**config.mk**
```make
export PLATFORM = sky130hd
export DESIGN_NAME = cdb_arbiter_flat
export DESIGN_NICKNAME = d
export VERILOG_FILES = /design/src/rtl/cdb_arbiter_if.sv /design/src/rtl/cdb_arbiter.sv /design/src/flat_wrapper.sv
export SDC_FILE = /design/constraint.sdc
export NUM_CORES = 1
export LEC_CHECK = 0
export BUFFER_PORTS_ARGS = -buffer_cell sky130_fd_sc_hd__buf_2
export CORE_MARGIN = 4
export CORE_UTILIZATION = 50
export DETAILED_ROUTE_END_ITERATION = 16
export PLACE_DENSITY = 0.8
export SYNTH_ARGS = -nofsm -noshare
export SYNTH_HDL_FRONTEND = slang
export SYNTH_SLANG_ARGS = --single-unit
```
**constraint.sdc**
```tcl
create_clock -name clock -period 12.5 [get_ports clock]
set_input_delay 2.5 -clock clock [delete_from_list [all_inputs] [get_ports clock]]
set_output_delay 2.5 -clock clock [all_outputs]
set_load 0.05 [all_outputs]
```
**src/rtl/cdb_arbiter_if.sv**
```systemverilog
// Common Data Bus bundle: per-unit request lanes in, registered broadcast out.
// Handshake: unit i transfers a result on a rising edge when req_valid[i] and req_ready[i] are both 1.
interface cdb_arbiter_if #(
  parameter int N  = 4,
  parameter int TW = 5,
  parameter int DW = 32,
  parameter int SW = 2
);
  logic [N-1:0]    req_valid;
  logic [N*TW-1:0] req_tag;
  logic [N*DW-1:0] req_data;
  logic [N-1:0]    req_branch;
  logic [N-1:0]    req_taken;
  logic [N-1:0]    req_ready;

  logic [TW-1:0]   Cdb_rd_tag;
  logic            Cdb_valid;
  logic [DW-1:0]   Cdb_data;
  logic            Cdb_branch;
  logic            Cdb_branch_taken;
  logic [SW-1:0]   Cdb_src;

  modport master (
    output req_valid, req_tag, req_data, req_branch, req_taken,
    input  req_ready,
    input  Cdb_rd_tag, Cdb_valid, Cdb_data, Cdb_branch, Cdb_branch_taken, Cdb_src
  );

  modport slave (
    input  req_valid, req_tag, req_data, req_branch, req_taken,
    output req_ready,
    output Cdb_rd_tag, Cdb_valid, Cdb_data, Cdb_branch, Cdb_branch_taken, Cdb_src
  );
endinterface

```
**src/rtl/cdb_arbiter.sv**
```systemverilog
// Round-robin CDB arbiter: one holding buffer per execution unit, one registered
// broadcast per cycle, flush on mispredict. Pointer and held bits exported for debug.
module cdb_arbiter #(
  parameter int N  = 4,
  parameter int TW = 5,
  parameter int DW = 32,
  parameter int SW = 2
) (
  input  logic          clock,
  input  logic          reset,
  input  logic          flush,
  cdb_arbiter_if.slave  bus,
  output logic [SW-1:0] dbg_rr_ptr,
  output logic [N-1:0]  dbg_held
);

  logic [N-1:0]  held;
  logic [TW-1:0] hb_tag  [N];
  logic [DW-1:0] hb_data [N];
  logic [N-1:0]  hb_branch;
  logic [N-1:0]  hb_taken;
  logic [SW-1:0] rr_ptr;

  logic [N-1:0]  gnt;
  logic [SW-1:0] win;
  logic          found;
  logic [N-1:0]  accept;

  logic [TW-1:0] cdb_tag_q;
  logic [DW-1:0] cdb_data_q;
  logic          cdb_valid_q;
  logic          cdb_branch_q;
  logic          cdb_taken_q;
  logic [SW-1:0] cdb_src_q;

  // Scan from rr_ptr upward; SW-bit addition wraps modulo N since N is a power of 2.
  always_comb begin
    gnt   = '0;
    win   = '0;
    found = 1'b0;
    for (int j = 0; j < N; j++) begin
      if (!found && held[rr_ptr + SW'(j)]) begin
        found = 1'b1;
        win   = rr_ptr + SW'(j);
      end
    end
    if (found) gnt[win] = 1'b1;
  end

  // A unit being granted this cycle may refill its buffer on the same edge.
  assign bus.req_ready = (reset || flush) ? '0 : (~held | gnt);
  assign accept        = bus.req_valid & bus.req_ready;

  always_ff @(posedge clock or posedge reset) begin
    if (reset) begin
      held      <= '0;
      hb_branch <= '0;
      hb_taken  <= '0;
      for (int i = 0; i < N; i++) begin
        hb_tag[i]  <= '0;
        hb_data[i] <= '0;
      end
    end else if (flush) begin
      held <= '0;
    end else begin
      for (int i = 0; i < N; i++) begin
        if (accept[i]) begin
          held[i]      <= 1'b1;
          hb_tag[i]    <= bus.req_tag[i*TW +: TW];
          hb_data[i]   <= bus.req_data[i*DW +: DW];
          hb_branch[i] <= bus.req_branch[i];
          hb_taken[i]  <= bus.req_taken[i];
        end else if (gnt[i]) begin
          held[i] <= 1'b0;
        end
      end
    end
  end

  // Payload registers keep their last value when no broadcast happens.
  always_ff @(posedge clock or posedge reset) begin
    if (reset) begin
      rr_ptr       <= '0;
      cdb_valid_q  <= 1'b0;
      cdb_tag_q    <= '0;
      cdb_data_q   <= '0;
      cdb_branch_q <= 1'b0;
      cdb_taken_q  <= 1'b0;
      cdb_src_q    <= '0;
    end else if (found && !flush) begin
      rr_ptr       <= win + SW'(1);
      cdb_valid_q  <= 1'b1;
      cdb_tag_q    <= hb_tag[win];
      cdb_data_q   <= hb_data[win];
      cdb_branch_q <= hb_branch[win];
      cdb_taken_q  <= hb_taken[win];
      cdb_src_q    <= win;
    end else begin
      cdb_valid_q  <= 1'b0;
    end
  end

  assign bus.Cdb_valid        = cdb_valid_q;
  assign bus.Cdb_rd_tag       = cdb_tag_q;
  assign bus.Cdb_data         = cdb_data_q;
  assign bus.Cdb_branch       = cdb_branch_q;
  assign bus.Cdb_branch_taken = cdb_taken_q;
  assign bus.Cdb_src          = cdb_src_q;

  assign dbg_rr_ptr = rr_ptr;
  assign dbg_held   = held;

endmodule
```
**src/flat_wrapper.sv**
```systemverilog
// flat-port wrapper written by rule: the top's interface ports become plain ports
module cdb_arbiter_flat 
#(
  parameter int N  = 4,
  parameter int TW = 5,
  parameter int DW = 32,
  parameter int SW = 2
)
  (clock, reset, flush, dbg_rr_ptr, dbg_held, bus_req_valid, bus_req_tag, bus_req_data, bus_req_branch, bus_req_taken, bus_req_ready, bus_Cdb_rd_tag, bus_Cdb_valid, bus_Cdb_data, bus_Cdb_branch, bus_Cdb_branch_taken, bus_Cdb_src);
  cdb_arbiter_if #(.N(N), .TW(TW), .DW(DW), .SW(SW)) bus_i ();
  input  logic clock;
  input  logic reset;
  input  logic flush;
  output logic [SW-1:0] dbg_rr_ptr;
  output logic [N-1:0] dbg_held;
  input wire logic [$bits(bus_i.req_valid)-1:0] bus_req_valid;
  input wire logic [$bits(bus_i.req_tag)-1:0] bus_req_tag;
  input wire logic [$bits(bus_i.req_data)-1:0] bus_req_data;
  input wire logic [$bits(bus_i.req_branch)-1:0] bus_req_branch;
  input wire logic [$bits(bus_i.req_taken)-1:0] bus_req_taken;
  output wire logic [$bits(bus_i.req_ready)-1:0] bus_req_ready;
  output wire logic [$bits(bus_i.Cdb_rd_tag)-1:0] bus_Cdb_rd_tag;
  output wire logic [$bits(bus_i.Cdb_valid)-1:0] bus_Cdb_valid;
  output wire logic [$bits(bus_i.Cdb_data)-1:0] bus_Cdb_data;
  output wire logic [$bits(bus_i.Cdb_branch)-1:0] bus_Cdb_branch;
  output wire logic [$bits(bus_i.Cdb_branch_taken)-1:0] bus_Cdb_branch_taken;
  output wire logic [$bits(bus_i.Cdb_src)-1:0] bus_Cdb_src;
  assign bus_i.req_valid = bus_req_valid;
  assign bus_i.req_tag = bus_req_tag;
  assign bus_i.req_data = bus_req_data;
  assign bus_i.req_branch = bus_req_branch;
  assign bus_i.req_taken = bus_req_taken;
  assign bus_req_ready = bus_i.req_ready;
  assign bus_Cdb_rd_tag = bus_i.Cdb_rd_tag;
  assign bus_Cdb_valid = bus_i.Cdb_valid;
  assign bus_Cdb_data = bus_i.Cdb_data;
  assign bus_Cdb_branch = bus_i.Cdb_branch;
  assign bus_Cdb_branch_taken = bus_i.Cdb_branch_taken;
  assign bus_Cdb_src = bus_i.Cdb_src;
  cdb_arbiter #(.N(N), .TW(TW), .DW(DW), .SW(SW)) u_core (.clock(clock), .reset(reset), .flush(flush), .bus(bus_i), .dbg_rr_ptr(dbg_rr_ptr), .dbg_held(dbg_held));
endmodule
```
==> run metrics, run 1 <==
async set or reset register ratio after synthesis=100%; crit end category=primary output; Hold Path Class=reg2reg; row count=49; area share of the largest cell type after synthesis=55.4%; launching element type of the critical path=input pin; hold path endpoint=u_core.hb_tag[3]$_DFFE_PP0P_; required time at the worst-slack endpoint=approximately 10000 ps; wire per inst=20.8 um; total grt overflow=0; Post-CTS Hold Buffers=0; sum of routed wire length over all layers=23.7 mm; ratio of total power to cell area=198 nW/um^2; pre-CTS WS=between 6000 and 7000 ps; drt via density=5.72; x dimension of the die=144 um; H-tree levels=1; worst-case vdd ir drop=between 0.00015 and 0.0002 V; Final Worst Setup Slack=6380 ps; cell count after synthesis=698; flop and latch count out of synthesis=slightly above 200; initial antenna violation count=3; antenna fix cells=0; final setup skew=15.2 ps; transition time at the pin with the least slew margin=1010 ps; Initial Util=51.1%; worst skew pair latency=500 ps; global routing usage summed across all routing layers=22.1%; Mapped Avg Cell Area=13.2 um^2; Worst-path clk slew=about 70 ps; number of distinct library cells after synthesis=44; final period demand of the worst path=6120 ps; relative max-transition margin=32.8%; crit path kind=in2out; number of nets at the end of the flow=about 1100; register-to-register setup slack=9420 ps; share of the clock period used by the worst path after layout=just under 50%; number of search-and-repair iterations in the first detailed-routing pass=5; core area=18000 um^2; reg2reg start=u_core.dbg_held[2]$_DFFE_PP0P_; area of the mapped netlist=9220 um^2; Lkg Pwr=~5.0 nW; die area=20700 um^2; number of CTS-inserted buffers=22; largest area contributor in the netlist=sky130_fd_sc_hd__dfrtp_1; hold_sp=u_core.hb_tag[3]$_DFFE_PP0P_; leading cell type in the layout, fill and taps excluded=sky130_fd_sc_hd__buf_2; primary flip-flop cell chosen by synthesis mapping=sky130_fd_sc_hd__dfrtp_1; number of nets in the synthesized netlist=861; most frequent cells in the layout=sky130_fd_sc_hd__buf_2, sky130_fd_sc_hd__dfrtp_1, sky130_fd_sc_hd__mux2_2, sky130_fd_sc_hd__mux2_1; Final Hold Violating Endpoints=0; worst-case reg-to-reg path depth=5; count of instances resized after the clock tree is built=0; max-cap violations=0; critical path arrival=3620 ps; drt first-iter violations=297; result of the run=completed; endpoint of the most critical register-to-register path=u_core.hb_tag[3]$_DFFE_PP0P_; RSZ-0062 raised after global routing=no; clk sinks=204; Fin Hold WS=490 ps; Slew Viols, Final=0; number of setup violations in the final report=0; count of buffers added by post-CTS timing repair for setup=0; number of inserted filler cells in the final layout=1434; global-route wire length before repair=35.7 mm; largest net degree at the start of global routing=126; remaining antenna violation count after routing=0; largest fanout of any net on the critical path=7; maximum buffer depth of the clock tree=3; Finished Core Util=approximately three fifths; highest clock frequency the design can meet=between 150 and 200 MHz; number of enable-type register cells in the synthesized netlist=0; leading post-synthesis cells by cell area=sky130_fd_sc_hd__dfrtp_1, sky130_fd_sc_hd__mux2_2, sky130_fd_sc_hd__mux2_1; Yosys Warn Count=0; final estimated routing congestion in global placement=0.747; Residual DRC=0; TritonCTS clock tree=yes; number of global-route vias before repair=approximately 6600; vertical die dimension=about 140 um; vias after detailed routing=6518; Ports=215; Clock Root Buffer=sky130_fd_sc_hd__clkbuf_16; proportion of layout cells with a drive suffix above 1=41.4%; final setup TNS=0 ps; port buffer count=214; placed wire-length estimate=15.7 mm; layout overhead on the synthesized area=20.7%; sequential share of the synthesized area=55.4%; number of cells on the worst hold path=1
## cell usage after synthesis, types with 3 or more instances
library cell	instances
sky130_fd_sc_hd__mux2_1	54
sky130_fd_sc_hd__mux2_4	39
sky130_fd_sc_hd__nand2_1	25
sky130_fd_sc_hd__a221oi_1	23
sky130_fd_sc_hd__o22ai_1	23
sky130_fd_sc_hd__mux2i_1	39
sky130_fd_sc_hd__buf_6	10
sky130_fd_sc_hd__and3_1	13
sky130_fd_sc_hd__nand3_1	3
sky130_fd_sc_hd__a21oi_1	8
sky130_fd_sc_hd__dfrtp_1	204
sky130_fd_sc_hd__inv_1	3
sky130_fd_sc_hd__o2bb2ai_1	16
sky130_fd_sc_hd__o21ai_0	38
sky130_fd_sc_hd__buf_2	18
sky130_fd_sc_hd__o21ai_1	22
sky130_fd_sc_hd__a31oi_1	16
sky130_fd_sc_hd__clkbuf_1	21
sky130_fd_sc_hd__and2_1	4
sky130_fd_sc_hd__nand2b_1	3
sky130_fd_sc_hd__mux2_2	63
sky130_fd_sc_hd__nor2_1	26
## worst max path at each step
stage	to	from	cells after the start	slack, ps
floorplan	u_core.bus.Cdb_branch$_DFFE_PP0P_	reset	1	4410
global placement	bus_req_ready[0]	reset	4	6400
detailed placement	bus_req_ready[0]	reset	4	6380
CTS	bus_req_ready[0]	reset	4	6380
global route	bus_req_ready[0]	reset	4	6300
finish	bus_req_ready[0]	reset	4	6380
## sequential cells by signal, indices dropped and copies added (netlist names), 2 cells and up
name	count
u_core.hb_data	128
u_core.bus.Cdb_data	32
u_core.hb_tag	20
u_core.bus.Cdb_rd_tag	5
u_core.dbg_held	4
u_core.hb_branch	4
u_core.hb_taken	4
u_core.bus.Cdb_src	2
u_core.dbg_rr_ptr	2
## routing by layer
metal,track usage [%],part of all wire [%],vias to the layer above
li1,-,-,2967
met1,28.2,41,3232
met2,37.6,48,259
met3,5.36,8.2,54
met4,6.64,3.0,6
met5,0,0.17,-
## critical path, cell delays in order
cell,delay [ps]
sky130_fd_sc_hd__buf_2,140
sky130_fd_sc_hd__nor2_1,470
sky130_fd_sc_hd__and2_1,220
sky130_fd_sc_hd__buf_2,290
## power breakdown
group | leakage, nW | switching, W | internal, W | total [W]
clock network | 0.362 | 0.000256 | 0.000400 | 0.000656
logic | 2.30 | 0.000385 | 0.000230 | 0.000614
registers | 2.39 | 0.000109 | 0.000822 | 0.000931
## cells by family (layout without fill, tap and decap cells)
family          Yosys count  after routing  share of synthesized area [%]
compound gates          158            158                           11.9
buf+inv                  56            268                           3.38
flops                   204            204                           55.4
mux                     195            195                           24.9
simple gates             84             84                           4.37
xor+xnor                  1              1                         0.0951
## layout make-up
type / count / area (um^2) / area share, %
clock inverter: 6 / 80.1 / 0.720
sequential: 204 / 5100 / 45.9
inverter: 5 / 26.3 / 0.236
tap: 229 / 287 / 2.58
clock buffer: 32 / 649 / 5.84
multi-input combinational: 438 / 3820 / 34.4
timing repair buffer: 225 / 1150 / 10.4
## per-stage QoR
step / power (W) / std cells / cell area (um^2)
3_5_place_dp: 0.00156 / 1101 / 10400
2_1_floorplan: 0.00138 / 698 / 9220
6_report: 0.00220 / 1139 / 11100
4_1_cts: 0.00222 / 1139 / 11100
5_1_grt: 0.00230 / 1139 / 11100
3_3_place_gp: 0.00153 / 1101 / 10400
Power figures use the tool's default switching activity.
==> inputs of run 2 (changes only) <==
--- a/config.mk
+++ b/config.mk
@@ -7,9 +7,9 @@
 export LEC_CHECK = 0
 export BUFFER_PORTS_ARGS = -buffer_cell sky130_fd_sc_hd__buf_2
 export CORE_MARGIN = 4
-export CORE_UTILIZATION = 50
+export CORE_UTILIZATION = 49
 export DETAILED_ROUTE_END_ITERATION = 16
-export PLACE_DENSITY = 0.8
+export PLACE_DENSITY = 0.82
 export SYNTH_ARGS = -nofsm -noshare
 export SYNTH_HDL_FRONTEND = slang
 export SYNTH_SLANG_ARGS = --single-unit
==> constraint.sdc (replaced) <==
create_clock -name clock -period 5.4 [get_ports clock]
set_input_delay 1.08 -clock clock [delete_from_list [all_inputs] [get_ports clock]]
set_output_delay 1.08 -clock clock [all_outputs]
set_load 0.05 [all_outputs]
==> run 2 against run 1 <==
Compared with the run above:
- sequential cell count unchanged
- routed wire length increased by 0.30%
- design area about the same
- critical endpoint is now bus_req_ready[3]
- largest power group unchanged
- highest routed layer unchanged
==> run metrics, run 2 (synthesis results as in run 1) <==
vias after detailed routing=6533 (was 6518); Initial Util=50.6% (was 51.1%); total power draw=0.00509 W (was 0.00220 W); largest fanout of any net on the critical path=12 (was 7); final estimated routing congestion in global placement=0.778 (was 0.747); remaining antenna violation count after routing=0 (unchanged); Biggest register=u_core.hb_data (unchanged); RSZ-0062 raised after global routing=no (unchanged); TritonCTS clock tree=yes (unchanged); final setup skew=25.8 ps (was 15.2 ps); launching element type of the critical path=flop (was input pin); leading cell type in the layout, fill and taps excluded=sky130_fd_sc_hd__buf_2 (unchanged); Lkg Pwr=5.03 nW (was 5.05 nW); final setup TNS=0 ps (unchanged); x dimension of the die=145 um (was 144 um); initial antenna violation count=2 (was 3); drt via density=5.74 (was 5.72); die area=21100 um^2 (was 20700 um^2); Finished Core Util=61.1% (was 61.7%); Slew Viols, Final=0 (unchanged); drt first-iter violations=331 (was 297); ratio of total power to cell area=457 nW/um^2 (was 198 nW/um^2); required time at the worst-slack endpoint=4320 ps (was 10000 ps); max FFs per register=128 (unchanged); wire per inst=20.8 um (about the same); number of CTS-inserted buffers=22 (unchanged); number of search-and-repair iterations in the first detailed-routing pass=5 (unchanged); Worst-path clk slew=60 ps (was 70 ps); core area=18200 um^2 (was 18000 um^2); layout overhead on the synthesized area=20.8% (was 20.7%); global-route wire length before repair=37.8 mm (was 35.7 mm); worst skew pair latency=510 ps (was 500 ps); max-cap violations=0 (unchanged); number of inserted filler cells in the final layout=1395 (was 1434); crit path kind=reg2out (was in2out); number of nets at the end of the flow=1057 (was 1059); total grt overflow=0 (unchanged); H-tree levels=1 (unchanged); placed wire-length estimate=15.6 mm (was 15.7 mm); transition time at the pin with the least slew margin=1350 ps (was 1010 ps); clk sinks=204 (unchanged); worst-case vdd ir drop=0.000292 V (was 0.000165 V); Ports=215 (unchanged); result of the run=completed (unchanged); count of buffers added by post-CTS timing repair for setup=0 (unchanged); global routing usage summed across all routing layers=22.1% (about the same); final period demand of the worst path=about 3500 ps; Post-CTS Hold Buffers=0 (unchanged); highest clock frequency the design can meet=282 MHz; relative max-transition margin=9.95% (was 32.8%); GR met2 Demand/Resource=37.2% (was 37.6%); Final Hold Violating Endpoints=0 (unchanged); number of setup violations in the final report=0 (unchanged); number of global-route vias before repair=6880 (was 6571); proportion of layout cells with a drive suffix above 1=41.5% (was 41.4%); critical path arrival=2470 ps (was 3620 ps); Residual DRC=0 (unchanged); vertical die dimension=145 um (was 144 um); row count=49 (unchanged); Clock Root Buffer=sky130_fd_sc_hd__clkbuf_16 (unchanged); met1 GRT Util=29.3% (was 28.2%); Hold Path Class=reg2reg (unchanged); sum of routed wire length over all layers=23.7 mm (about the same); count of instances resized after the clock tree is built=0 (unchanged); most frequent cells in the layout=sky130_fd_sc_hd__buf_2, sky130_fd_sc_hd__dfrtp_1, sky130_fd_sc_hd__mux2_2, sky130_fd_sc_hd__mux2_1 (unchanged); port buffer count=214 (unchanged); layer carrying the most global-route usage=met2 (unchanged); share of the clock period used by the worst path after layout=65.7%; maximum buffer depth of the clock tree=3 (unchanged); M3 GR Usage=5.05% (was 5.36%); crit end category=primary output (unchanged); largest net degree at the start of global routing=103 (was 126)
run 2: cell types whose count changed in the layout (fill, tap and decap cells not counted), sizes merged:
cell | previous run | this run
clkbuf | 32 | 29
clkinvlp | 0 | 3
buf | 225 | 223
clkinv | 4 | 6
diode | 0 | 1
inv | 5 | 4
run 2: worst max-delay path, stage by stage, from the launching register on:
cell and delay (ps):
sky130_fd_sc_hd__dfrtp_1 520, sky130_fd_sc_hd__o21bai_1 750, sky130_fd_sc_hd__a21bo_2 300, sky130_fd_sc_hd__and2_1 130, sky130_fd_sc_hd__buf_2 250
run 2: metrics by stage:
step	std cells	setup WS (ps)	cell area, um^2	hold slack [ps]
after CTS	1138	1820	11100	494
final	1139	1850	11100	491
after global routing	1138	1690	11100	505
after floorplan	698	1060	9220	456
after detailed placement	1099	1990	10400	481
after global placement	1099	2020	10400	473
run 2: final cells by class:
type / instances / area, um^2 / area share [%]
Inverter: 5 / 22.5 / 0.202
Sequential cell: 204 / 5100 / 45.9
Timing Repair Buffer: 223 / 1160 / 10.5
Tap cell: 229 / 287 / 2.57
Clock buffer: 29 / 607 / 5.45
Antenna cell: 1 / 2.50 / 0.0225
Multi-Input combinational cell: 438 / 3830 / 34.4
Clock inverter: 10 / 116 / 1.05
run 2: routing by layer:
layer	vias up	share of wire [%]	wire, um
met5	-	0.088	21
met4	4	2.2	533
met3	41	6.4	1510
met2	220	49	11600
met1	3298	43	10100
li1	2970	-	-
run 2: final timing paths:
path / from / endpoint / slack, ps / cells after the start
min reg2reg: u_core.hb_data[64]$_DFFE_PP0P_ / u_core.hb_data[64]$_DFFE_PP0P_ / 490 / 1
min in group asynchronous: reset / u_core.hb_data[54]$_DFFE_PP0P_ / 650 / 2
max: u_core.dbg_held[2]$_DFFE_PP0P_ / bus_req_ready[3] / 1850 / 4
max reg2reg: u_core.dbg_rr_ptr[0]$_DFFE_PP0P_ / u_core.hb_data[90]$_DFFE_PP0P_ / 2160 / 5
max in group asynchronous: reset / u_core.hb_data[16]$_DFFE_PP0P_ / 3830 / 3
min: u_core.hb_data[64]$_DFFE_PP0P_ / u_core.hb_data[64]$_DFFE_PP0P_ / 490 / 1
run 2: report_power, final:
| group | switching (W) | total (W) | internal [W] |
|---|---|---|---|
| clock | 0.000614 | 0.00150 | 0.000889 |
| sequential | 0.000254 | 0.00216 | 0.00190 |
| combinational | 0.000893 | 0.00143 | 0.000533 |
| total | 0.00176 | 0.00509 | 0.00333 |
